[config.mk]
export PLATFORM = sky130hd
export DESIGN_NAME = sda_rx
export DESIGN_NICKNAME = d
export VERILOG_FILES = /design/src/rtl/sda_rx.sv
export SDC_FILE = /design/constraint.sdc
export NUM_CORES = 1
export LEC_CHECK = 0
export CORE_MARGIN = 5
export CORE_UTILIZATION = 44
export CTS_BUF_LIST = sky130_fd_sc_hd__clkbuf_16
export DETAILED_ROUTE_END_ITERATION = 7
export SLEW_MARGIN = 20
export SYNTH_ARGS = -nofsm -noshare
export SYNTH_HDL_FRONTEND = slang
export SYNTH_SLANG_ARGS = --single-unit
[constraint.sdc]
create_clock -name clk -period 3.7 [get_ports clk]
set_clock_uncertainty 0.15 [all_clocks]
set_input_delay 0.74 -clock clk [delete_from_list [all_inputs] [get_ports clk]]
set_output_delay 0.74 -clock clk [all_outputs]
set_load 0.02 [all_outputs]
[src/rtl/sda_rx.sv]
// sda_rx: receive-side I2C slave controller. Synchronizes SCL/SDA, detects bus
// conditions, shifts in bytes, matches the slave address and picks the SDA drive mode.
module sda_rx #(
  parameter logic [6:0] SLAVE_ADDR = 7'b1111000
) (
  input  logic       clk,
  input  logic       n_rst,
  input  logic       scl_in,
  input  logic       sda_in,
  input  logic       rx_full,
  output logic [7:0] rx_data,
  output logic       rx_valid,
  output logic       rw_mode,
  output logic       start_found,
  output logic       stop_found,
  output logic       tx_shift,
  output logic       tx_load,
  output logic [1:0] sda_mode
);

  localparam logic [2:0] IDLE      = 3'd0;
  localparam logic [2:0] ADDR      = 3'd1;
  localparam logic [2:0] ADDR_ACK  = 3'd2;
  localparam logic [2:0] DATA      = 3'd3;
  localparam logic [2:0] DATA_ACK  = 3'd4;
  localparam logic [2:0] TX        = 3'd5;
  localparam logic [2:0] M_ACK     = 3'd6;
  localparam logic [2:0] WAIT_STOP = 3'd7;

  localparam logic [1:0] MODE_REL  = 2'd0;
  localparam logic [1:0] MODE_ACK  = 2'd1;
  localparam logic [1:0] MODE_NACK = 2'd2;
  localparam logic [1:0] MODE_TX   = 2'd3;

  // [0] first sync flop, [1] synchronized value, [2] previous synchronized value
  logic [2:0] scl_sync, sda_sync;
  logic       scl_rise, scl_fall, start_ev, stop_ev, sda_smp;

  logic [2:0] state;
  logic [3:0] cnt;
  logic [6:0] shreg;
  logic       nack;

  always_ff @(posedge clk or negedge n_rst) begin
    if (!n_rst) begin
      scl_sync <= 3'b111;
      sda_sync <= 3'b111;
      scl_rise <= 1'b0;
      scl_fall <= 1'b0;
      start_ev <= 1'b0;
      stop_ev  <= 1'b0;
      sda_smp  <= 1'b1;
    end else begin
      scl_sync <= {scl_sync[1:0], scl_in};
      sda_sync <= {sda_sync[1:0], sda_in};
      scl_rise <= scl_sync[1] & ~scl_sync[2];
      scl_fall <= ~scl_sync[1] & scl_sync[2];
      start_ev <= scl_sync[1] & sda_sync[2] & ~sda_sync[1];
      stop_ev  <= scl_sync[1] & ~sda_sync[2] & sda_sync[1];
      // SDA copy aligned with the registered SCL edge events
      sda_smp  <= sda_sync[1];
    end
  end

  always_ff @(posedge clk or negedge n_rst) begin
    if (!n_rst) begin
      state       <= IDLE;
      cnt         <= '0;
      shreg       <= '0;
      nack        <= 1'b0;
      sda_mode    <= MODE_REL;
      rx_data     <= '0;
      rw_mode     <= 1'b0;
      rx_valid    <= 1'b0;
      start_found <= 1'b0;
      stop_found  <= 1'b0;
      tx_shift    <= 1'b0;
      tx_load     <= 1'b0;
    end else begin
      rx_valid    <= 1'b0;
      start_found <= 1'b0;
      stop_found  <= 1'b0;
      tx_shift    <= 1'b0;
      tx_load     <= 1'b0;
      // STOP wins over START and over any SCL edge landing in the same cycle
      if (stop_ev) begin
        state      <= IDLE;
        sda_mode   <= MODE_REL;
        stop_found <= 1'b1;
        cnt        <= '0;
      end else if (start_ev) begin
        state       <= ADDR;
        sda_mode    <= MODE_REL;
        start_found <= 1'b1;
        cnt         <= '0;
      end else begin
        case (state)
          ADDR: if (scl_rise) begin
            shreg <= {shreg[5:0], sda_smp};
            if (cnt == 4'd7) begin
              cnt <= '0;
              if (shreg == SLAVE_ADDR) begin
                rw_mode <= sda_smp;
                state   <= ADDR_ACK;
              end else begin
                state <= WAIT_STOP;
              end
            end else begin
              cnt <= cnt + 4'd1;
            end
          end
          // cnt[0] marks that the ACK bit is already on the bus
          ADDR_ACK: if (scl_fall) begin
            if (!cnt[0]) begin
              sda_mode <= MODE_ACK;
              cnt      <= 4'd1;
            end else begin
              cnt <= '0;
              if (rw_mode) begin
                sda_mode <= MODE_TX;
                tx_load  <= 1'b1;
                state    <= TX;
              end else begin
                sda_mode <= MODE_REL;
                state    <= DATA;
              end
            end
          end
          DATA: if (scl_rise) begin
            shreg <= {shreg[5:0], sda_smp};
            if (cnt == 4'd7) begin
              cnt   <= '0;
              state <= DATA_ACK;
              nack  <= rx_full;
              if (!rx_full) begin
                rx_data  <= {shreg, sda_smp};
                rx_valid <= 1'b1;
              end
            end else begin
              cnt <= cnt + 4'd1;
            end
          end
          DATA_ACK: if (scl_fall) begin
            if (!cnt[0]) begin
              sda_mode <= nack ? MODE_NACK : MODE_ACK;
              cnt      <= 4'd1;
            end else begin
              cnt      <= '0;
              sda_mode <= MODE_REL;
              state    <= nack ? WAIT_STOP : DATA;
            end
          end
          // First fall after load is bit 7 -> bit 6; the 8th fall ends bit 0
          TX: if (scl_fall) begin
            if (cnt == 4'd7) begin
              sda_mode <= MODE_NACK;
              cnt      <= '0;
              state    <= M_ACK;
            end else begin
              tx_shift <= 1'b1;
              cnt      <= cnt + 4'd1;
            end
          end
          M_ACK: begin
            if (scl_rise) begin
              nack <= sda_smp;
              cnt  <= 4'd1;
            end else if (scl_fall && cnt[0]) begin
              cnt <= '0;
              if (nack) begin
                sda_mode <= MODE_REL;
                state    <= WAIT_STOP;
              end else begin
                sda_mode <= MODE_TX;
                tx_load  <= 1'b1;
                state    <= TX;
              end
            end
          end
          IDLE, WAIT_STOP: ;
        endcase
      end
    end
  end

endmodule
; ---- Word level (Yosys, flattened, before mapping)
; Index checks and enable logic that the tools add are counted.
[classes]
add_sub_neg = 1
eq_ne = 26
muxes = 70
n_bitwise = 13
n_reduce_logical = 14
[op_table]
columns = operator, count
row1 = $mux 3, 17
row2 = $ne 4x4->1 const B, 12
row3 = $mux 4, 8
row4 = $mux 2, 14
row5 = $mux 1, 26
row6 = $pmux 3 s6, 1
row7 = $reduce_and 6->1, 3
row8 = $pmux 4 s4, 1
row9 = $reduce_and 13->1, 1
row10 = $reduce_bool 6->1, 2
row11 = $eq 3x3->1 const B, 3
row12 = $ne 4x1->1 const B, 2
row13 = $pmux 2 s4, 1
row14 = $reduce_bool 8->1, 1
row15 = $eq 7x7->1 const B, 1
row16 = $not 1->1, 7
row17 = $reduce_and 7->1, 1
row18 = $and 1x1->1, 6
row19 = $eq 3x2->1 const B, 2
row20 = $ne 2x2->1 const B, 3
row21 = $ne 5x5->1 const B, 1
row22 = $reduce_and 5->1, 1
row23 = $add 4x1->4 const B, 1
row24 = $eq 4x3->1 const B, 1
row25 = other kinds (6), 8
[totals]
regBits = 42
in_bits = 5
output_inout_bits = 16
word_cells = 143

; ---- Longest topological paths before layout
; Gate-level depths: netlist of the first run.
[depth]
word_depth = 7
ltp_mapped = 7
ltp_nobuf = 6

; ---- Worst setup path before layout of the first run
; OpenSTA, ideal clock, no wires.
[synth_path]
path_kind = register -> register
start = register cnt[0]
end = register state[0]
arrival_time_ns = 1.754
required_ns = 3.425
path_slack_ns = 1.671
stages_incl_launch_ff = 7
cell_sequence = dfrtp_1 > ha_1 > nand3b_1 > a32oi_1 > o21bai_2 > nor4_4 > mux2_2
[synth_via]
elab_chain_len = 3
[synth_rtl]
columns = element, line
row1 = start: declaration, 40  ; logic [3:0] cnt;
row2 = start signal: assignment, 109  ; cnt <= cnt + 4'd1;
row3 = start signal: assignment, 140  ; cnt <= cnt + 4'd1;
row4 = start signal: assignment, 161  ; cnt <= cnt + 4'd1;
row5 = $eq 4x3->1 or $logic_and 1x1->1 (tied branches), -
row6 = $ne 4x4->1 (no line), -
row7 = $reduce_and 13->1 (no line) (*), -
row8 = end signal: assignment, 150  ; state <= nack ? WAIT_STOP : DATA;
row9 = end: declaration, 39  ; logic [2:0] state;
; Mark *: on every way between the ends. The rest lies on a longest branch, timed or not.
; A chain may end at the register's enable or synchronous reset.

; ---- Worst setup path in the final report of the first run
[layout_path]
start = register state[0]
end = register rx_data[2]
[layout_via]
elab_chain_len = 2
[layout_rtl]
columns = element, line
row1 = $eq 3x2->1, 97  ; case (state)
row2 = $reduce_and 6->1 (no line), -
row3 = end signal: assignment, 136  ; rx_data <= {shreg, sda_smp};
row4 = end: declaration, 11  ; output logic [7:0] rx_data,
; No other way between the ends.

==> results of run 1 <==
[metrics by stage]
step / power, mW / instances / setup slack (ns) / hold slack, ns
4_1_cts: 1.65 / 238 / 1.01 / 0.206
6_report: 1.64 / 238 / 1.06 / 0.205
2_1_floorplan: 1.12 / 167 / 1.67 / 0.195
5_1_grt: 1.75 / 238 / 0.871 / 0.207
3_3_place_gp: 1.21 / 230 / 1.10 / 0.197
3_5_place_dp: 1.23 / 230 / 1.05 / 0.197
[worst max path at each step]
stage          depth (start not counted)                endpoint
2_1_floorplan                          6    state[0]$_DFFE_PN0P_
6_report                               5  rx_data[2]$_DFFE_PN0P_
3_3_place_gp                           5  rx_data[2]$_DFFE_PN0P_
5_1_grt                                5  rx_data[2]$_DFFE_PN0P_
3_5_place_dp                           5  rx_data[0]$_DFFE_PN0P_
4_1_cts                                5  rx_data[0]$_DFFE_PN0P_
[registers in the layout, indices dropped and copies added (netlist names), 2 cells and up]
register and flops:
rx_data 8, shreg 7, cnt 4, scl_sync 3, state 3, sda_mode 2, sda_sync 2
[logic make-up (layout without fill, tap and decap cells)]
family,Yosys count,after routing
xor+xnor,1,1
buf+inv,13,32
flops,41,41
simple gates,57,57
fa+ha+maj,1,1
mux,24,24
compound gates,30,30
[area by class of cell]
class | instances | area, um^2
fill | 404 | 2040
sequential | 41 | 1030
multi-input combinational | 113 | 837
timing repair buffer | 20 | 195
clock buffer | 5 | 125
tap | 52 | 65.1
clock inverter | 3 | 15.0
inverter | 4 | 15.0
[worst reg2reg max path, stage by stage, from the launching register on]
cell and delay [ns]:
dfrtp_1 0.65, nor2b_4 0.27, and3_1 0.40, inv_2 0.10, nor4b_4 0.55, mux2_2 0.41
[layer usage]
layer / vias to the layer above / part of all wire / track usage
li1: 637 / - / -
met1: 681 / 0.44 / 0.173
met2: 32 / 0.51 / 0.218
met3: 4 / 0.046 / 0.0331
met4: 0 / 0.0081 / 0.0559
met5: - / 0 / 0
[power groups by stage]
stage / Sequential, mW / Clock [mW] / Combinational (mW)
after floorplan: 0.592 / 0 / 0.525
after global placement: 0.667 / 0 / 0.545
after detailed placement: 0.674 / 0 / 0.559
after CTS: 0.667 / 0.417 / 0.561
after global routing: 0.686 / 0.440 / 0.620
final: 0.668 / 0.408 / 0.561
[cells in the final DEF, fill, tap and decap left out, types with 3 or more instances in the layout]
master	instances
nand3_1	4
mux2i_1	3
o22ai_1	3
a21oi_1	4
nor2b_1	5
nor2_1	14
o21ai_0	9
dfrtp_1	35
nand2b_1	4
dfstp_2	6
clkdlybuf4s50_1	19
clkbuf_16	5
inv_1	4
o31ai_1	4
mux2_2	21
nand2_1	6
a211oi_1	3
nor3_1	4
[Yosys cell counts (all sizes together)]
| master | instances | area, um^2 |
|---|---|---|
| nand2b | 4 | 25.0 |
| o21bai | 1 | 11.3 |
| nor4 | 3 | 33.8 |
| o21ai | 9 | 45.0 |
| clkbuf | 4 | 15.0 |
| a21boi | 1 | 7.51 |
| dfstp | 6 | 158 |
| o32a | 1 | 10.0 |
| nor2b | 6 | 45.0 |
| nor2 | 16 | 65.1 |
| nand3b | 1 | 7.51 |
| a22oi | 2 | 15.0 |
| or3 | 1 | 6.26 |
| dfrtp | 35 | 876 |
| nor4b | 1 | 23.8 |
| and3 | 2 | 12.5 |
| mux2 | 21 | 236 |
| or3b | 1 | 8.76 |
| nand4 | 2 | 12.5 |
| inv | 4 | 15.0 |
| and3b | 2 | 17.5 |
| nand3 | 4 | 20.0 |
| nor3b | 1 | 7.51 |
| ha | 1 | 12.5 |
| xnor2 | 1 | 8.76 |
| a211oi | 4 | 35.0 |
| a21oi | 4 | 20.0 |
| a32oi | 1 | 8.76 |
| or2 | 2 | 12.5 |
| nor3 | 4 | 20.0 |
| or4 | 1 | 7.51 |
| o31ai | 4 | 30.0 |
| nand2 | 6 | 22.5 |
| o22ai | 3 | 18.8 |
| buf | 5 | 38.8 |
| mux2i | 3 | 30.0 |
==> metrics.md, run 1 <==
| Metric | Value |
|---|---|
| Status | `completed` |
| Fin crit share | `0.715` |
| Crit path DAT | `around 2.7 ns` |
| Num rows | `24` |
| RSZ-0062 raised after global routing | `false` |
| Antenna Nets Post-Route | `0` |
| Avg Vias per Cell | `5.69` |
| Die ar. | `5840 um^2` |
| DR pass1 iterations | `4` |
| Initial antenna violation count | `0` |
| Worst Hold Launch | `scl_sync[0]$_DFF_PN1_` |
| CP Cell Sequence | `nor2b_4 > and3_1 > inv_2 > nor4b_4 > mux2_2` |
| Final setup vio count | `0` |
| Largest net degree at the start of global routing | `42` |
| Post-CTS Resized | `0` |
| Power share of the clock group | `0.249` |
| I/O Pins | `21` |
| Endpoint, Worst Hold | `scl_sync[1]$_DFF_PN1_` |
| Die Span Y | `76.4 um` |
| Syn Nets | `173` |
| Worst Path Required | `3.71 ns` |
| Peak supply drop | `around 0.3 mV` |
| Maxcap violations | `0` |
| Synth Area in XOR/XNOR | `0.00452` |
| Worst Setup End Kind | `flip-flop` |
| Area grow syn2layout | `17.9%` |
| Mapped cell area | `around 1900 um^2` |
| Logic gate share of total power | `0.343` |
| Gpl congestion | `~0.86` |
| Buffers on Ports | `20` |
| Max Root-Sink Buffers | `2` |
| Largest family of logic cells by synthesized area | `simple AND/OR/NAND/NOR gates` |
| CP startpoint kind | `flip-flop` |
| Initial Util | `0.448` |
| Layout Nets | `~190` |
| Dpl hpwl | `2650 um` |
| Final hold viol count | `0` |
| Flops & latches, synth | `between 40 and 50` |
| H-tree depth | `2` |
| Hold-fix buffers at CTS | `0` |
| Lkg Pwr | `between 1 and 1.5 nW` |
| Die Span X | `around 76 um` |
| Slew Limit Fails | `0` |
| Routed vias | `1354` |
| Seq/Total Area, Yosys | `0.533` |
| Core region area | `between 4000 and 5000 um^2` |
| Worst flop-to-flop path endpoint | `rx_data[2]$_DFFE_PN0P_` |
| Reg2reg path depth | `5` |
| Crit-path slowest cell | `dfrtp_1` |
| Syn avg cell area | `roughly 12 um^2` |
| Buf+Inv Stages, Crit Path | `1` |
| CTS tree | `built` |
| Reg clk slew, reported paths | `0.06 ns` |
| Post-CTS Repair Setup Buffers | `0` |
| Fmax | `between 300 and 400 MHz` |
| Hold Crit Depth | `0` |
| Unique masters post-synth | `44` |
| P_sw | `slightly below 0.6 mW` |
| Detailed Route WL | `approximately 3800 um` |
| Remaining Overflow, GRT | `0` |
| Mapped Cells | `approximately 170` |
| Layout cells sized above 1 | `0.237` |
| Vias in the first global route | `around 1400` |
| Sw Share | `0.355` |
| Initial DRC Count | `between 150 and 200` |
| Root Driver | `clkbuf_16` |
| Crit Path Category | `reg2reg` |
| Setup TNS | `0 ns` |
| Adder-Cell Fraction of Synth Area | `0.00645` |
| Part of the power in registers | `0.408` |
| First-pass GRT wire length | `~6500 um` |
| Clock Latency Late Sink | `about 0.28 ns` |
| Worst hold path type | `reg2reg` |
| Diodes inserted | `0` |
| GRT Util Overall | `0.135` |
| Mux share of post-synthesis cell area | `0.137` |
| Period minus WS final | `approximately 2.6 ns` |
| Crit path from | `state[0]$_DFFE_PN0P_` |
| YS warnings | `0` |
| Area after DPL | `~2100 um^2` |
| Post-route cell area | `between 2000 and 2500 um^2` |
| Max incr delay on CP | `approximately 0.65 ns` |
| R2R Setup Slk | `1.06 ns` |
| Power Density | `~720 nW/um^2` |
| Fin util | `0.529` |
| Top cell family by delay on the critical path | `simple AND/OR/NAND/NOR gates` |
| Reg2reg start | `state[0]$_DFFE_PN0P_` |
| Drt drc | `0` |
| Worst Tran Pin Value | `0.885 ns` |
| Compound-Gate Fraction of Synth Area | `0.104` |
| Relative slew slack | `0.410` |
| Internal Power | `roughly 1.1 mW` |
| Cts bufs inserted | `5` |
| Critical path fanouts, max | `18` |
| Routed len/inst | `between 15 and 20 um` |
| Clk sinks | `41` |
| Simple-gate share of the synthesized area | `0.179` |
No activity file was read; power rests on OpenSTA's default activity.
==> run 2, diff against run 1 <==
--- a/config.mk
+++ b/config.mk
@@ -9,6 +9,7 @@
 export CORE_UTILIZATION = 44
 export CTS_BUF_LIST = sky130_fd_sc_hd__clkbuf_16
 export DETAILED_ROUTE_END_ITERATION = 7
+export PLACE_DENSITY = 0.67
 export SLEW_MARGIN = 20
 export SYNTH_ARGS = -nofsm -noshare
 export SYNTH_HDL_FRONTEND = slang
==> constraint.sdc (replaced) <==
create_clock -name clk -period 2.35 [get_ports clk]
set_clock_uncertainty 0.15 [all_clocks]
set_input_delay 0.47 -clock clk [delete_from_list [all_inputs] [get_ports clk]]
set_output_delay 0.47 -clock clk [all_outputs]
set_load 0.02 [all_outputs]
==> run 2 against run 1 <==
Die area did not move. Routed wire length fell by 0.36%. Via count rose by 1.3%. Core utilization rose by 2.7 points. Global-route usage rose by 0.26 points. Largest power group is now combinational cells. Sequential share of layout area fell by 2.2 points. Register-to-register slack got worse by 0.87 ns. First-iteration DRC count fell by 6.5%. Setup slack got worse by 0.87 ns.
==> metrics.md, run 2 (same netlist as run 1, synthesis figures left out) <==
| Metric | Value |
|---|---|
| CP startpoint kind | `flip-flop` |
| Die Span Y | `76.4 um (unchanged)` |
| DR pass1 iterations | `4 (unchanged)` |
| H-tree depth | `2 (unchanged)` |
| Clock Latency Late Sink | `0.28 ns (about the same)` |
| Most common cell after layout, fill and taps aside | `dfrtp_1` |
| Setup ws final | `0.183 ns (-0.872 ns)` |
| Peak supply drop | `0.465 mV (+55%)` |
| Fill cells | `383 (-5.2%)` |
| Crit Path Category | `reg2reg` |
| Max reg flops | `8 (unchanged)` |
| GRT met3 Usage | `0.0378 (+0.00473)` |
| Max Root-Sink Buffers | `2 (unchanged)` |
| Status | `completed` |
| Setup TNS | `0 ns (unchanged)` |
| Largest regs | `rx_data x8, shreg x7, cnt x4` |
| Post-CTS Resized | `0 (unchanged)` |
| Relative slew slack | `0.661 (+0.251)` |
| Cts bufs inserted | `5 (unchanged)` |
| Seq. cell area | `1030 um^2 (unchanged)` |
| Worst Path Required | `2.35 ns (-1.36 ns)` |
| Post-CTS Repair Setup Buffers | `0 (unchanged)` |
| GRT Util Overall | `0.138 (+0.00263)` |
| Num rows | `24 (unchanged)` |
| Dpl hpwl | `2720 um (+2.6%)` |
| Period minus WS final | `2.17 ns (-0.478 ns)` |
| Final hold viol count | `0 (unchanged)` |
| Power Density | `1150 nW/um^2 (+61%)` |
| Largest net degree at the start of global routing | `42 (unchanged)` |
| Root Driver | `clkbuf_16` |
| First-pass GRT wire length | `6670 um (+2.9%)` |
| Initial DRC Count | `144 (-6.5%)` |
| Post-route cell area | `2400 um^2 (+5.1%)` |
| Buffers on Ports | `20 (unchanged)` |
| Avg Vias per Cell | `5.48 (-3.6%)` |
| Most frequent cells in the layout | `dfrtp_1, mux2_2, clkdlybuf4s50_1` |
| GRT busiest layer | `met2` |
| Drt drc | `0 (unchanged)` |
| Crit path DAT | `2.17 ns (-0.49 ns)` |
| GR Util met2 | `0.225 (+0.00685)` |
| Routed vias | `1371 (+1.3%)` |
| Clk sinks | `41 (unchanged)` |
| Area grow syn2layout | `23.9%` |
| Reg clk slew, reported paths | `0.06 ns (about the same)` |
| Core region area | `4320 um^2 (unchanged)` |
| Vias in the first global route | `1407 (+1.4%)` |
| Area after DPL | `2240 um^2 (+4.2%)` |
| CTS tree | `built` |
| Layout Nets | `203 (+6.3%)` |
| Maxcap violations | `0 (unchanged)` |
| Multi-input gate area | `837 um^2 (unchanged)` |
| Die Span X | `76.4 um (unchanged)` |
| Worst hold path type | `in2async` |
| Worst Setup End Kind | `flip-flop` |
| Slew Limit Fails | `0 (unchanged)` |
| Diodes inserted | `0 (unchanged)` |
| Worst Tran Pin Value | `0.504 ns (-0.382 ns)` |
| Lkg Pwr | `1.07 nW (+6.7%)` |
| Detailed Route WL | `3820 um (-0.36%)` |
| Pre-CTS setup slack | `0.217 ns (-0.835 ns)` |
| Largest Register | `rx_data` |
| Initial antenna violation count | `0 (unchanged)` |
| Antenna Nets Post-Route | `0 (unchanged)` |
| Fmax | `461 MHz (+22%)` |
| Initial Util | `0.448 (unchanged)` |
| M1 GR Usage | `0.175 (+0.00129)` |
| I/O Pins | `21 (unchanged)` |
| Critical path fanouts, max | `13 (-5)` |
| Gpl congestion | `0.864 (+0.59%)` |
| Remaining Overflow, GRT | `0 (unchanged)` |
| Layout cells sized above 1 | `0.288 (+0.0513)` |
| RSZ-0062 raised after global routing | `false` |
| Routed len/inst | `15.3 um (-5.1%)` |
| Final setup vio count | `0 (unchanged)` |
| Hold-fix buffers at CTS | `0 (unchanged)` |
| Die ar. | `5840 um^2 (unchanged)` |
| Fin crit share | `0.922 (+0.207)` |
| Final Total Pwr | `2.77 mW (+69%)` |
==> run 2: changes by cell type in the layout (fill, tap and decap cells not counted), sizes merged <==
cell,change
inv,-1
buf,+12
bufinv,+1
==> run 2: final timing paths <==
check	endpoint	from	depth (start not counted)	slack [ns]
min in group clk	scl_sync[1]$_DFF_PN1_	scl_sync[0]$_DFF_PN1_	0	0.21
min	cnt[2]$_DFFE_PN0P_	n_rst	2	0.09
max reg2reg	state[1]$_DFFE_PN0P_	state[1]$_DFFE_PN0P_	5	0.18
min reg2reg	scl_sync[1]$_DFF_PN1_	scl_sync[0]$_DFF_PN1_	0	0.21
max in group asynchronous	scl_sync[0]$_DFF_PN1_	n_rst	2	1.58
max	state[1]$_DFFE_PN0P_	state[1]$_DFFE_PN0P_	5	0.18
==> run 2: power breakdown <==
part | internal (mW) | switching (mW)
combinational | 0.507 | 0.522
clock | 0.496 | 0.257
sequential | 0.835 | 0.154
total | 1.84 | 0.933
==> run 2: through the flow <==
stage | utilization | hold WS, ns | std cells
2_1_floorplan | - | 0.0244 | 167
3_3_place_gp | 0.517 | 0.196 | 242
3_5_place_dp | 0.517 | 0.197 | 242
4_1_cts | 0.556 | 0.121 | 250
5_1_grt | 0.556 | 0.153 | 250
6_report | 0.556 | 0.0940 | 250
==> run 2: critical path: stages, from the launching register on <==
cell and delay (ns):
dfrtp_1 0.52, and3b_1 0.29, a32oi_1 0.20, o21bai_2 0.13
nor4_4 0.37, mux2_2 0.39
==> run 2: final cells by class <==
type                    instances  share of cell area
flip-flops and latches         41               0.430
well taps                      52              0.0271
repair buffers                 32               0.119
multi-input cells             113               0.348
clock buffers                   5              0.0521
clock inverters                 3              0.0172
inverters                       4             0.00625
==> run 2: routing by layer <==
metal  wire length, um  share of wire  up-vias
met5                 0              0        -
met4                46          0.012        0
met3               191          0.050        6
met2              1900           0.50       36
met1              1690           0.44      670
li1                  -              -      659
